==> src/rtl/dmem_pkg.sv <==
// Shared types and helpers for the dual-port data memory.
package dmem_pkg;

  typedef enum logic {
    IDLE  = 1'b0,
    CLEAR = 1'b1
  } clr_state_e;

  localparam int DMEM_DATA_W = 8;
  localparam int DMEM_ADDR_W = 8;

  // Even parity bit; callers zero-extend, which leaves the XOR unchanged.
  function automatic logic even_parity(input logic [63:0] d);
    return ^d;
  endfunction

endpackage

==> src/rtl/dmem_clear_fsm.sv <==
// Clear sequencer: walks every address once, owning the array write port while busy.
module dmem_clear_fsm
  import dmem_pkg::*;
#(
  parameter int ADDR_W = DMEM_ADDR_W,
  parameter int DEPTH  = 2**ADDR_W
) (
  input  logic              i_clk,
  input  logic              i_rst_n,
  input  logic              i_clear,
  output logic              o_busy,
  output logic              o_clr_we,
  output logic [ADDR_W-1:0] o_clr_addr
);

  localparam logic [ADDR_W-1:0] LAST_ADDR = ADDR_W'(DEPTH - 1);

  clr_state_e        state_q, state_d;
  logic [ADDR_W-1:0] cnt_q, cnt_d;

  always_ff @(posedge i_clk or negedge i_rst_n) begin
    if (!i_rst_n) begin
      state_q <= IDLE;
      cnt_q   <= '0;
    end else begin
      state_q <= state_d;
      cnt_q   <= cnt_d;
    end
  end

  always_comb begin
    state_d = state_q;
    cnt_d   = cnt_q;
    case (state_q)
      IDLE: begin
        if (i_clear) begin
          state_d = CLEAR;
          cnt_d   = '0;
        end
      end
      CLEAR: begin
        cnt_d = cnt_q + 1'b1;
        if (cnt_q == LAST_ADDR) begin
          state_d = IDLE;
          cnt_d   = '0;
        end
      end
      default: state_d = IDLE;
    endcase
  end

  always_comb begin
    o_busy     = (state_q == CLEAR);
    o_clr_we   = (state_q == CLEAR);
    o_clr_addr = cnt_q;
  end

endmodule

==> src/rtl/data_memory_dp.sv <==
// Dual-port data memory with registered, write-first read and a hardware clear.
// Optional stored even parity per word when DMEM_PARITY_EN is defined.
module data_memory_dp
  import dmem_pkg::*;
#(
  parameter int                 DATA_W    = DMEM_DATA_W,
  parameter int                 ADDR_W    = DMEM_ADDR_W,
  parameter int                 DEPTH     = 2**ADDR_W,
  parameter string              INIT_FILE = "",
  parameter logic [DATA_W-1:0]  CLEAR_VAL = '0
) (
  input  logic              i_clk,
  input  logic              i_rst_n,
  input  logic              i_clear,
  output logic              o_busy,
  input  logic              i_wr,
  input  logic [ADDR_W-1:0] i_address_wr,
  input  logic [DATA_W-1:0] i_din,
  input  logic              i_rd,
  input  logic [ADDR_W-1:0] i_address_rd,
  output logic [DATA_W-1:0] o_dout,
  output logic              o_dout_valid,
  output logic              o_parity_err
);

`ifdef DMEM_PARITY_EN
  localparam int MEM_W = DATA_W + 1;
`else
  localparam int MEM_W = DATA_W;
`endif
  localparam logic [ADDR_W:0] DEPTH_X = (ADDR_W + 1)'(DEPTH);

  function automatic logic [MEM_W-1:0] encode(input logic [DATA_W-1:0] d);
`ifdef DMEM_PARITY_EN
    return {even_parity(64'(d)), d};
`else
    return d;
`endif
  endfunction

  logic [MEM_W-1:0]  mem_q [DEPTH];
  logic              busy, clr_we;
  logic [ADDR_W-1:0] clr_addr;
  logic              wr_user, wr_en, rd_en, rd_in_range, fwd;
  logic [ADDR_W-1:0] wr_addr;
  logic [MEM_W-1:0]  wr_data, rd_word;
  logic [DATA_W-1:0] dout_q, dout_d;
  logic              valid_q, valid_d;

  dmem_clear_fsm #(
    .ADDR_W (ADDR_W),
    .DEPTH  (DEPTH)
  ) u_clear_fsm (
    .i_clk      (i_clk),
    .i_rst_n    (i_rst_n),
    .i_clear    (i_clear),
    .o_busy     (busy),
    .o_clr_we   (clr_we),
    .o_clr_addr (clr_addr)
  );

  // Clear sequencer has priority; user accesses are locked out while busy.
  always_comb begin
    wr_user     = i_wr && !busy && ({1'b0, i_address_wr} < DEPTH_X);
    wr_en       = clr_we || wr_user;
    wr_addr     = clr_we ? clr_addr : i_address_wr;
    wr_data     = encode(clr_we ? CLEAR_VAL : i_din);
    rd_en       = i_rd && !busy;
    rd_in_range = ({1'b0, i_address_rd} < DEPTH_X);
    fwd         = wr_user && (i_address_wr == i_address_rd);
    rd_word     = mem_q[i_address_rd];
  end

  always_ff @(posedge i_clk) begin
    if (wr_en) mem_q[wr_addr] <= wr_data;
  end

  always_comb begin
    dout_d  = dout_q;
    valid_d = 1'b0;
    if (rd_en) begin
      valid_d = 1'b1;
      if (!rd_in_range) dout_d = '0;
      else if (fwd)     dout_d = i_din;
      else              dout_d = rd_word[DATA_W-1:0];
    end
  end

  always_ff @(posedge i_clk or negedge i_rst_n) begin
    if (!i_rst_n) begin
      dout_q  <= '0;
      valid_q <= 1'b0;
    end else begin
      dout_q  <= dout_d;
      valid_q <= valid_d;
    end
  end

`ifdef DMEM_PARITY_EN
  logic perr_q, perr_d;

  // Forwarded data never touched the array, so it is never flagged.
  always_comb begin
    perr_d = 1'b0;
    if (rd_en && rd_in_range && !fwd)
      perr_d = (even_parity(64'(rd_word[DATA_W-1:0])) != rd_word[DATA_W]);
  end

  always_ff @(posedge i_clk or negedge i_rst_n) begin
    if (!i_rst_n) perr_q <= 1'b0;
    else          perr_q <= perr_d;
  end

  assign o_parity_err = perr_q;
`else
  assign o_parity_err = 1'b0;
`endif

  assign o_busy       = busy;
  assign o_dout       = dout_q;
  assign o_dout_valid = valid_q;

endmodule

==> config.mk <==
export PLATFORM = sky130hd
export DESIGN_NAME = data_memory_dp
export DESIGN_NICKNAME = d
export VERILOG_FILES = /design/src/rtl/dmem_pkg.sv /design/src/rtl/dmem_clear_fsm.sv /design/src/rtl/data_memory_dp.sv
export SDC_FILE = /design/constraint.sdc
export NUM_CORES = 2
export LEC_CHECK = 0
export BUFFER_PORTS_ARGS = -buffer_cell sky130_fd_sc_hd__buf_2
export CAP_MARGIN = 40
export CORE_ASPECT_RATIO = 0.8
export CORE_MARGIN = 4
export CORE_UTILIZATION = 45
export DETAILED_ROUTE_END_ITERATION = 8
export GPL_TIMING_DRIVEN = 0
export PLACE_DENSITY = 0.71
export SYNTH_ARGS = -nofsm -noshare
export SYNTH_HDL_FRONTEND = slang
export SYNTH_SLANG_ARGS = --single-unit
==> constraint.sdc <==
create_clock -name i_clk -period 14.15 [get_ports i_clk]
set_clock_uncertainty 0.05 [all_clocks]
set_input_delay 0.7075 -clock i_clk [delete_from_list [all_inputs] [get_ports i_clk]]
set_output_delay 0.7075 -clock i_clk [all_outputs]
set_load 0.05 [all_outputs]
==> flow_metrics.env <==
export IMPL_rr_endpoint="mem_q[111][3]$_DFFE_PP_"
export IMPL_finalCritPeriodShare_pct=34.34
export IMPL_ys_warn_count=0
export IMPL_cts_setup_buffers=0
export IMPL_place_congestion=0.9871
export IMPL_cts_sinks=2066
export IMPL_coreArea_um2=177700
export IMPL_final_setup_viol_count=0
export IMPL_leakage_nw=29.29
export IMPL_yosysTopAreaCell="edfxtp_1"
export IMPL_synth_top_family_by_area="multiplexers"
export IMPL_postRouteWirelength_um=251400
export IMPL_std_cell_rows=138
export IMPL_fmax_ghz=0.2058
export IMPL_synth_cell_types=64
export IMPL_track_usage_pct=26.74
export IMPL_instances_no_fill=6705
export IMPL_slew_violations=0
export IMPL_cts_tree="built"
export IMPL_path_class="reg2reg"
export IMPL_synth_xor_area_share_pct=0.1194
export IMPL_grt_overflow_total=0
export IMPL_start_util_pct=45.43
export IMPL_netlist_instances=3744
export IMPL_peakVddDrop_v=0.0001246
export IMPL_ant_nets=0
export IMPL_start_kind="flop"
export IMPL_syn_nets=3774
export IMPL_synthTopCellsByCount="2,048 x edfxtp_1, 524 x mux4_2, 288 x nor2_1"
export IMPL_fp_dieH_um=386.8
export IMPL_worst_slack_ns=9.291
export IMPL_rsz0062_at_grt="false"
export IMPL_synth_top_flop_cell="edfxtp_1"
export IMPL_place_ws_ns=9.128
export IMPL_synth_area_leaders="edfxtp_1 76%, mux4_2 15%, nor2_1 1.3%"
export IMPL_cts_buffers=185
export IMPL_cp_max_fo=10
export IMPL_cpMostUsedCell="buf_2"
export IMPL_synth_top_area_share_pct=76.20
export IMPL_ys_ff_latch=2066
export IMPL_drt_first_pass_iters=6
export IMPL_synth_async_reset_ratio_pct=0.8712
export IMPL_maxCapViolCount=0
export IMPL_min_delay_path_depth=2
export IMPL_nets=4177
export IMPL_critical_path_top_delay_family="buffers and inverters"
export IMPL_placedCellCount=6330
export IMPL_slowest_delay_ns=0.87
export IMPL_drt_iter0_drc=8927
export IMPL_synth_most_common_cell="edfxtp_1"
export IMPL_dpl_hpwl_um=173600
export IMPL_crit_buf_inv=5
export IMPL_area_growth_synth_to_final_pct=14.05
export IMPL_cts_max_level=4
export IMPL_hold_viol=0
export IMPL_min_period_ns=4.859
export IMPL_yosys_area_share_simple_pct=3.051
export IMPL_die_area_um2=186200
export IMPL_wl_per_cell_um=37.49
export IMPL_clock_latency_ns=0.83
export IMPL_synth_compound_area_share_pct=2.335
export IMPL_rrSetupSlack_ns=9.29
export IMPL_netlist_area_um2=80710
export IMPL_slowest_stage="nor2_1"
export IMPL_drive_gt1_share_pct=27.89
export IMPL_grt_antenna_before_repair=15
export IMPL_clockRootBuffer="clkbuf_16"
export IMPL_grt_first_pass_wirelength_um=341800
export IMPL_power_per_cell_area_nw_per_um2=142.1
export IMPL_path_cells="buf_2, buf_2, buf_2, buf_2, nand3_1, o21ai_1, nand3_1, clkbuf_2, nor2_1"
export IMPL_hold_path_class="in2reg"
export IMPL_worst_pin_slew_ns=1.038
export IMPL_synth_seq_area_share_pct=76.75
export IMPL_cp_end_kind="flop"
export IMPL_via_count=43980
export IMPL_max_slew_margin_pct=30.68
export IMPL_ios=40
export IMPL_clk_path_buf_depth=3
export IMPL_synth_adder_area_share_pct=0.01550
export IMPL_synthMuxAreaShare_pct=15.86
export IMPL_reg2reg_from="u_clear_fsm.o_busy$_DFF_PN0_"
export IMPL_status="finished, final reports clean"
export IMPL_drc=0
export IMPL_avgSynthCellArea_um2=21.56
export IMPL_hp_start="i_din[1]"
export IMPL_required_ns=14.53
export IMPL_grt_max_degree=49
export IMPL_port_buffers=33
export IMPL_synth_edf_count=2048
export IMPL_min_delay_worst_endpoint="o_dout[1]$_DFFE_PN0P_"
export IMPL_cts_clk_slew_worst_paths_ns=0.06
export IMPL_vias_per_cell=6.559
export IMPL_die_x_um=481.5
export IMPL_reg2regPathDepth=9
export IMPL_crit_arrival_ns=5.24
export IMPL_grt_pass1_vias=41510
[metal layers]
layer / GRT usage (%) / vias to the layer above / wire length (um)
met5: 1.625 / - / 296
met2: 35.82 / 3836 / 104400
met1: 37.36 / 22960 / 89970
met3: 11.65 / 627 / 42530
met4: 12.70 / 6 / 14140
li1: - / 16550 / -
[registers in the layout, summed over array words and instances (netlist names)]
register and cells:
u_clear_fsm.o_clr_addr 8, o_dout 8, mem_q 2048, u_clear_fsm.o_busy 1
o_dout_valid 1
[kinds of logic (layout without fill, tap and decap cells)]
kind of cell,after synthesis,in the layout
xor gates and xnor gates,11,11
DFF,2066,2066
AOI/OAI and AO/OA,263,263
adders and majority gates,1,1
other,1,23
and+or+nand+nor,551,551
muxes,619,619
buffers and inverters,232,791
[power breakdown]
part           switching, W  leakage [nW]  internal [W]
Combinational      0.000854          7.23      0.000329
Clock               0.00228          2.93       0.00276
Sequential        0.0000390          19.1       0.00681
Total               0.00317          29.3       0.00990
[cell usage in the layout (no fill, tap or decap), types with 17 or more instances in the layout]
| cell | n |
|---|---|
| o22ai_1 | 78 |
| nand2_1 | 83 |
| clkinv_2 | 41 |
| clkinv_1 | 44 |
| buf_2 | 97 |
| nand3_1 | 57 |
| nor2b_1 | 24 |
| nor2_1 | 288 |
| a211oi_1 | 38 |
| clkbuf_2 | 17 |
| clkbuf_1 | 80 |
| dfrtp_1 | 18 |
| edfxtp_1 | 2048 |
| a22oi_1 | 51 |
| mux2i_1 | 82 |
| buf_6 | 42 |
| buf_12 | 48 |
| buf_4 | 155 |
| nor3_1 | 22 |
| diode_2 | 22 |
| clkbuf_16 | 190 |
| mux4_2 | 524 |
[worst max path at each step]
stage	start	endpoint	slack, ns	depth (start not counted)
floorplan	u_clear_fsm.o_busy$_DFF_PN0_	mem_q[0][0]$_DFFE_PP_	4.90	6
global placement	u_clear_fsm.o_busy$_DFF_PN0_	mem_q[236][2]$_DFFE_PP_	-2.61	6
detailed placement	i_address_rd[2]	o_dout[6]$_DFFE_PN0P_	9.13	12
CTS	u_clear_fsm.o_busy$_DFF_PN0_	mem_q[191][0]$_DFFE_PP_	9.45	9
global route	u_clear_fsm.o_busy$_DFF_PN0_	mem_q[191][1]$_DFFE_PP_	9.18	9
finish	u_clear_fsm.o_busy$_DFF_PN0_	mem_q[111][3]$_DFFE_PP_	9.29	9
[per-stage QoR]
stage / instance area, um^2 / TNS, ns / total power (W) / hold WS [ns] / utilization (%)
4_1_cts: 91930 / 0 / 0.01302 / 0.03501 / 51.74
2_1_floorplan: 80710 / 0 / 0.007566 / 0.3619 / -
3_5_place_dp: 85930 / 0 / 0.008101 / 0.4483 / 48.37
6_report: 92050 / 0 / 0.01308 / 0.07419 / 51.81
5_1_grt: 92020 / 0 / 0.01335 / 0.06162 / 51.79
3_3_place_gp: 83850 / -4213.58 / 0.008090 / 0.4422 / 47.20
[layout make-up]
| type | instances | area, um^2 |
|---|---|---|
| Timing Repair Buffer | 216 | 2240 |
| Clock inverter | 120 | 1109 |
| Sequential cell | 2066 | 61950 |
| Clock buffer | 223 | 4878 |
| Multi-Input combinational cell | 1446 | 17320 |
| Tap cell | 2380 | 2978 |
| Buffer | 220 | 1479 |
| Fill cell | 13490 | 85620 |
| Inverter | 12 | 45.04 |
| Antenna cell | 22 | 55.05 |
[what timing repair did]
action,in CTS,in global routing
hold endpoints to repair,18,0
hold buffers,1,0
resized for setup,0,0
[worst reg2reg max path: stages, from the launching register on]
cell	delay [ns]
dfrtp_1	0.36
buf_2	0.27
buf_2	0.27
buf_2	0.26
buf_2	0.26
nand3_1	0.09
o21ai_1	0.42
nand3_1	0.85
clkbuf_2	0.76
nor2_1	0.87
Power figures use the tool's default switching activity.
